[src/rtl/axi_10g_ethernet_0_arp_rx_parser.sv]
// axi_10g_ethernet_0_arp_rx_parser: decodes ARP requests on the 10G MAC RX stream and
// hands qualified requester MAC/IP to the ARP reply generator.
module axi_10g_ethernet_0_arp_rx_parser #(
  parameter logic [47:0] BOARD_MAC = 48'h02_00_c0_a8_0a_0a,
  parameter logic [31:0] BOARD_IP  = {8'd192, 8'd168, 8'd2, 8'd20}
) (
  input  logic        aclk,
  input  logic        areset,
  input  logic [63:0] rx_axis_tdata,
  input  logic [7:0]  rx_axis_tkeep,
  input  logic        rx_axis_tvalid,
  input  logic        rx_axis_tlast,
  input  logic        rx_axis_tuser,
  input  logic        arp_reply_done,
  output logic        tx_arp_en,
  output logic [47:0] arp_src_mac,
  output logic [31:0] arp_src_ip,
  output logic [15:0] arp_req_cnt,
  output logic [15:0] arp_drop_cnt
);
  typedef enum logic [1:0] {IDLE, PARSE, TAIL, DISCARD} state_t;
  localparam logic [47:0] MAC_W = {BOARD_MAC[7:0], BOARD_MAC[15:8], BOARD_MAC[23:16],
                                   BOARD_MAC[31:24], BOARD_MAC[39:32], BOARD_MAC[47:40]};
  state_t      state_q, state_d;
  logic [2:0]  cnt_q, cnt_d;
  logic        match_q, busy_q, tx_en_q;
  logic [47:0] sha_q, mac_q;
  logic [31:0] spa_q, ip_q;
  logic [15:0] req_q, drop_q;
  logic        beat_ok, m, eval, accept, drop, cap2, cap3;
  logic        unused_ok;
  wire  [63:0] d = rx_axis_tdata;
  wire         v = rx_axis_tvalid;
  wire         l = rx_axis_tlast;
  assign unused_ok = ^rx_axis_tkeep[7:2];
  // Per-beat field checks, bytes in wire order (byte n at d[8n+7:8n])
  always_comb begin
    beat_ok = (cnt_q == 3'd0) ? (d[47:0] == 48'hFFFF_FFFF_FFFF || d[47:0] == MAC_W) :
              (cnt_q == 3'd1) ? (d[63:32] == 32'h0100_0608) :
              (cnt_q == 3'd2) ? (d[47:0] == 48'h0100_0406_0008) :
              (cnt_q == 3'd4) ? (d[63:48] == {BOARD_IP[23:16], BOARD_IP[31:24]}) :
              (cnt_q == 3'd5) ? (d[15:0] == {BOARD_IP[7:0], BOARD_IP[15:8]} && rx_axis_tkeep[1:0] == 2'b11) :
              1'b1;
    m = ((state_q == IDLE) ? 1'b1 : match_q) & beat_ok;
    cnt_d = !v ? cnt_q : l ? 3'd0 : (cnt_q == 3'd7) ? 3'd7 : cnt_q + 3'd1;
  end
  always_ff @(posedge aclk)
    if (areset) state_q <= IDLE;
    else state_q <= state_d;
  always_comb begin
    state_d = state_q;
    if (v)
      case (state_q)
        IDLE:    state_d = l ? IDLE : m ? PARSE : DISCARD;
        PARSE:   state_d = l ? IDLE : !m ? DISCARD : (cnt_q == 3'd5) ? TAIL : PARSE;
        default: state_d = l ? IDLE : state_q;
      endcase
  end
  always_comb begin
    eval   = v & l & ((state_q == PARSE & cnt_q == 3'd5 & m) | state_q == TAIL);
    accept = eval & rx_axis_tuser & (!busy_q | arp_reply_done);
    drop   = eval & !accept;
    cap2   = v & state_q == PARSE & cnt_q == 3'd2;
    cap3   = v & state_q == PARSE & cnt_q == 3'd3;
  end
  always_ff @(posedge aclk)
    if (areset) begin
      cnt_q   <= '0;
      match_q <= 1'b0;
      busy_q  <= 1'b0;
      tx_en_q <= 1'b0;
      sha_q   <= '0;
      spa_q   <= '0;
      mac_q   <= '0;
      ip_q    <= '0;
      req_q   <= '0;
      drop_q  <= '0;
    end else begin
      cnt_q   <= cnt_d;
      match_q <= v ? m : match_q;
      busy_q  <= accept | (busy_q & !arp_reply_done);
      tx_en_q <= accept;
      if (cap2) sha_q[15:0] <= d[63:48];
      if (cap3) sha_q[47:16] <= d[31:0];
      if (cap3) spa_q <= d[63:32];
      if (accept) mac_q <= sha_q;
      if (accept) ip_q <= spa_q;
      if (accept && req_q != 16'hFFFF) req_q <= req_q + 16'd1;
      if (drop && drop_q != 16'hFFFF) drop_q <= drop_q + 16'd1;
    end
  assign tx_arp_en    = tx_en_q;
  assign arp_src_mac  = mac_q;
  assign arp_src_ip   = ip_q;
  assign arp_req_cnt  = req_q;
  assign arp_drop_cnt = drop_q;
endmodule

[config.mk]
export PLATFORM = sky130hd
export DESIGN_NAME = axi_10g_ethernet_0_arp_rx_parser
export DESIGN_NICKNAME = d
export VERILOG_FILES = /design/src/rtl/axi_10g_ethernet_0_arp_rx_parser.sv
export SDC_FILE = /design/constraint.sdc
export NUM_CORES = 1
export LEC_CHECK = 0
export CORE_AREA = 2 2 139 141
export DETAILED_ROUTE_END_ITERATION = 8
export DIE_AREA = 0 0 141 143
export GPL_TIMING_DRIVEN = 0
export PLACE_DENSITY = 0.75
export SLEW_MARGIN = 20
export SYNTH_ARGS = -nofsm -noshare
export SYNTH_HDL_FRONTEND = slang
export SYNTH_SLANG_ARGS = --single-unit
export TNS_END_PERCENT = 5
[constraint.sdc]
create_clock -name aclk -period 2.6 [get_ports aclk]
set_input_delay 0.26 -clock aclk [delete_from_list [all_inputs] [get_ports aclk]]
set_output_delay 0.26 -clock aclk [all_outputs]
set_load 0.05 [all_outputs]
Yosys cells after proc, flatten, opt, wreduce, memory -nomap -nowiden:

Index checks and enable logic that the tools add are counted.

* register bits: 200
* bits of input ports: 78
* output and inout bits: 113
* word-level logic and storage cells: 73

* $add $sub $neg: 3
* equality and inequality tests: 17
* multiplexer cells: 15
* bitwise logic cells: 15
* reduce and logical (&&, ||, !) cells: 11

Operators with widths (number)
* == test 48 x 41 -> 1 bit, second input constant: 1
* == test 48 x 44 -> 1 bit, second input constant: 1
* == test 48 bit, second input constant: 1
* adder 16 x 1 -> 16 bit, second input constant: 2
* == test 32 x 25 -> 1 bit, second input constant: 1
* inequality test 16 bit, second input constant: 2
* == test 16 x 13 -> 1 bit, second input constant: 1
* == test 16 bit, second input constant: 1
* AND 1 bit: 12
* two-way mux 2 bit: 6
* == test 3 bit, second input constant: 3
* == test 3 x 2 -> 1 bit, second input constant: 2
* two-way mux 1 bit: 6
* two-way mux 3 bit: 2
* == test 2 bit, second input constant: 2
* case mux 2 bit (2 select lines): 1
* adder 3 x 1 -> 3 bit, second input constant: 1
* == test 3 x 1 -> 1 bit, second input constant: 1
* logical AND 1 bit: 3
* logical NOT 1 bit: 3
* logical NOT 3 bit: 1
* OR 1 bit: 3
* nonzero test 3 bit: 1
* == test 2 x 1 -> 1 bit, second input constant: 1
* other kinds (3): 3

Logic depth before layout (Yosys ltp):

* word-level depth: 16
* mapped depth: 11
* gate-level depth less buffers: 9

Worst setup path before layout:

Ideal clock, no wire load.

* path kind: reg2reg
* start point: reg drop_q[6] (netlist: arp_drop_cnt[6])
* end point: reg drop_q[1] (netlist: arp_drop_cnt[1])
* setup time: 0.070 ns
* arrival: 2.549 ns
* data required time: 2.530 ns
* setup slack: -0.020 ns
* cell stages (with the launch flop): 10
* period minus slack after synthesis: 2.620 ns
* cells stage by stage: dfxtp_1 and3_1 and2_1 and3_1 nand3_1 o21ai_1 clkbuf_1 clkbuf_1 o21ai_0 a21oi_1

* cells in the longest elaborated chain, start to end: 2

Ends and longest elaborated chain
* from (decl): line 29 `logic [15:0] req_q, drop_q;`
* from (signal assigned): line 89 `if (drop && drop_q != 16'hFFFF) drop_q <= drop_q + 16'd1;`
* inequality test 16 bit: line 89
* logical AND 1 bit: line 89

Every way passes these cells.
A chain may end at the register's enable or synchronous reset.

Final worst setup path:

* start point: reg cnt_q[0]
* end point: reg req_q[10] (netlist: arp_req_cnt[10])

* cells in the longest elaborated chain, start to end: 13
* elaborated cells on any way between the ends: 18
* those cells by class: 4 x eq/ne; 5 x mux; 7 x bitwise; 2 x reduce/logical

Ends and longest elaborated chain
* from (decl): line 25 `logic [2:0] cnt_q, cnt_d;`
* from (signal assigned): line 79 `cnt_q <= cnt_d;`
* == test 3 bit: line 42, 60
* two-way mux 1 bit: line 42 `(cnt_q == 3'd5) ? (d[15:0] == {BOARD_IP[7:0], BOARD_IP[15:8]} && rx_axis_tkeep[1:0] == 2'b11) :`
* two-way mux 1 bit: line 41 `(cnt_q == 3'd4) ? (d[63:48] == {BOARD_IP[23:16], BOARD_IP[31:24]}) :`
* two-way mux 1 bit: line 40 `(cnt_q == 3'd2) ? (d[47:0] == 48'h0100_0406_0008) :`
* two-way mux 1 bit: line 39 `(cnt_q == 3'd1) ? (d[63:32] == 32'h0100_0608) :`
* two-way mux 1 bit: line 38 `beat_ok = (cnt_q == 3'd0) ? (d[47:0] == 48'hFFFF_FFFF_FFFF || d[47:0] == MAC_W) :`
* AND 1 bit: line 44 `m = ((state_q == IDLE) ? 1'b1 : match_q) & beat_ok;`
* AND 1 bit (*): line 60 `eval = v & l & ((state_q == PARSE & cnt_q == 3'd5 & m) | state_q == TAIL);`
* OR 1 bit (*): line 60
* AND 1 bit (*): line 60
* AND 1 bit (*) (2 in series): line 61 `accept = eval & rx_axis_tuser & (!busy_q | arp_reply_done);`
* logical AND 1 bit (*): line 88 `if (accept && req_q != 16'hFFFF) req_q <= req_q + 16'd1;`
* to (signal assigned): line 88
* to (decl): line 29

Every way passes the cells marked *; elsewhere a longest branch is shown, timed or not.

==> impl_metrics.yaml <==
status:
  status: "finished with violations"
  violations: "setup timing"
sta:
  finalCritPeriodShare_pct: 104.0
  final_hold_viol_count: 0
  setup_violations: 18
  finalCriticalPeriod_ns: 2.705
  tightest_slew_ns: 0.7342
  max_slew_margin_pct: 51.05
  max_clock_freq_ghz: 0.3697
  tns_ns: -0.8029
  setup_ws_ns: -0.1047
  rsz0062_at_grt: "true"
  holdWs_ns: 0.1722
  finClkSkew_ns: 0.007758
  finalMaxSlewViolations: 0
setup_path:
  worstRegToRegCells: 12
  critPathRequiredTime_ns: 2.96
  crit_path_end_kind: "register"
  cp_max_fo: 6
  slowest_stage: "or4_4"
  critPathArrivalTime_ns: 3.07
  max_stage_delay_ns: 0.47
  rrSetupSlack_ns: -0.10
  r2r-end: "arp_req_cnt[10]"
  cp_cell_sequence: "inv_4, ha_4, nor2b_4, nand4_1, nor4_2, a211oi_2, buf_4, o31a_1, buf_6, buf_12, or4_4, a21oi_2"
  criticalPathCategory: "register to register"
  reg2reg_from: "cnt_q[0]"
  start_kind: "register"
route:
  firstDrtPassIters: 5
  wl_per_cell_um: 17.58
  via_count: 8710
  wl_um: 26500
  drt_iter0_drc: 750
  ant_nets: 0
  avgViaCountPerCell: 5.780
  drc: 0
die:
  ios: 191
  initial_core_util_pct: 44.58
  core_area_um2: 18580
  fp.dieW_um: 141
  dieArea_um2: 20160
  chipHeight_um: 143
  rows: 50
yosys:
  synth_nets: 1129
  synth_area_per_cell_um2: 7.926
  synth_edf_count: 0
  yosysSeqAreaShare_pct: 48.34
  synth_top_area_share_pct: 48.34
  async_flop_share_pct: 0
  yosysWarnings: 0
  ys_seq_elements: 200
  ys_types: 46
  yosysTopAreaCell: "dfxtp_1"
  yosys_most_used_dff: "dfxtp_1"
  synth_cells: 1045
  synth.area.top_cells: "dfxtp_1, a21oi_1, nand2_1"
  syn_area_um2: 8283
final_layout:
  n_antenna_cell: 0
  fin_cells: 1507
  utilization_pct: 62.25
  final_nets: 1344
  drive_gt1_share_pct: 10.60
  synthToLayoutAreaGrowth_pct: 39.64
  final_area_um2: 11570
  layout_common_cells: "dfxtp_1, a21oi_1, nand2_1"
  layout_commonest_cell: "dfxtp_1"
hold_path:
  hp-class: "input pin to register"
  min_to: "sha_q[24]"
  holdPathStages: 3
  min_from: "rx_axis_tdata[8]"
cts:
  insertion_delay_ns: 0.44
  cts_hold_buf: 0
  tritoncts: "done"
  clk_pin_slew_ns: 0.07
  numCtsBuffers: 17
  clock_sinks: 200
  cts_root_buf: "clkbuf_16"
  cts_max_level: 4
  clockBufferDepth: 2
pwr:
  power_mw: 6.344
  p_leak_nw: 3.647
  power.density_nw_per_um2: 548.5
  worst_ir_drop_vdd_v: 0.0004899
global_route:
  grt_pass1_wl_um: 40590
  antenna_found_initial: 0
  grt_start_max_net_pins: 19
  grt-ovfl-total: 0
  grt_pass1_vias: 7888
  globalRouteTotalUtil_pct: 25.23
place:
  gp_congestion: 0.9290
  dpl-instance-area_um2: 10420
  io_buffers: 184
  place_hpwl_um: 19010
  pre_cts_ws_ns: -1.255
  placed_cells: 1463
run:
  drv_cap: 0
==> flip-flops by register name (all words and copies together), names as in the netlist <==
signal and count:
arp_src_ip 32, arp_drop_cnt 16, spa_q 32, state_q 2, tx_arp_en 1, match_q 1, busy_q 1, arp_req_cnt 16
sha_q 48, cnt_q 3, arp_src_mac 48
==> per-layer routing <==
metal | part of all wire [%] | global-route usage, % | wire length [um]
met2 | 47 | 40.67 | 12580
met1 | 43 | 34.32 | 11520
met4 | 2.2 | 8.421 | 573
met5 | 0 | 0 | 0
met3 | 6.9 | 4.661 | 1823
==> critical path, delay by kind of cell, from the launching register on <==
family / cells / cell delay, ns
AO/OA/AOI/OAI: 3 / 0.57
buffers and inverters: 4 / 0.50
AND/OR/NAND/NOR: 4 / 1.08
flip-flops: 1 / 0.37
adder cells (fa/ha/maj): 1 / 0.11
==> report_power, final <==
group	leakage [nW]	internal [mW]	total [mW]	switching [mW]
clock	0.299	1.57	2.82	1.25
combinational	1.73	0.164	0.452	0.288
sequential	1.61	3.07	3.07	0.00687
total	3.65	4.80	6.34	1.54
==> worst max path at each step <==
stage | start | endpoint | cells after the start
3_3_place_gp | rx_axis_tdata[44] | arp_src_mac[2] | 10
4_1_cts | cnt_q[0] | arp_req_cnt[4] | 12
2_1_floorplan | arp_drop_cnt[8] | arp_drop_cnt[1] | 9
5_1_grt | cnt_q[0] | arp_req_cnt[10] | 12
3_5_place_dp | rx_axis_tdata[44] | arp_src_mac[4] | 10
6_report | cnt_q[0] | arp_req_cnt[10] | 12
==> synthesized netlist by cell type (all sizes together) (2+ instances only) <==
cell type and n:
nor4bb 2, and4 2, o41ai 2, nand3 101, o31ai 22, nor4 17, inv 6, o21a 2
ha 6, nand2 181, a31oi 2, buf 9, nand4 27, dfxtp 200, a21oi 197, and2 5
or4 21, o21ai 87, mux2 4, and4b 2, nor2 21, nor3 14, nand4b 3, nor2b 6
or4b 2, and3 8, or3 4, clkbuf 78, a211oi 2
==> cell type report <==
class                   count  area (um2)
clock inverters            14       186.4
flip-flops and latches    200        4016
inverters                   7       28.78
repair buffers            197        1974
fillers                  1584        7014
plain buffers              86       406.6
well taps                 234       292.8
clock buffers              18       439.2
multi-input cells         751        4222
==> cells by family after synthesis <==
group / Yosys count / synth area share, %
AND/OR/NAND/NOR: 421 / 25.14
AO/OA/AOI/OAI: 320 / 20.53
flip-flops: 200 / 48.34
buffers and inverters: 94 / 4.547
adder cells (fa/ha/maj): 6 / 0.9063
multiplexers: 4 / 0.5438
==> what timing repair did <==
action                                  in CTS  in global routing
gates resized for setup                     51                148
setup buffers                                9                  3
endpoints found under the setup margin     114                109
pin swaps                                   22                 26
gates cloned                                 0                  1
Power figures use the tool's default switching activity.
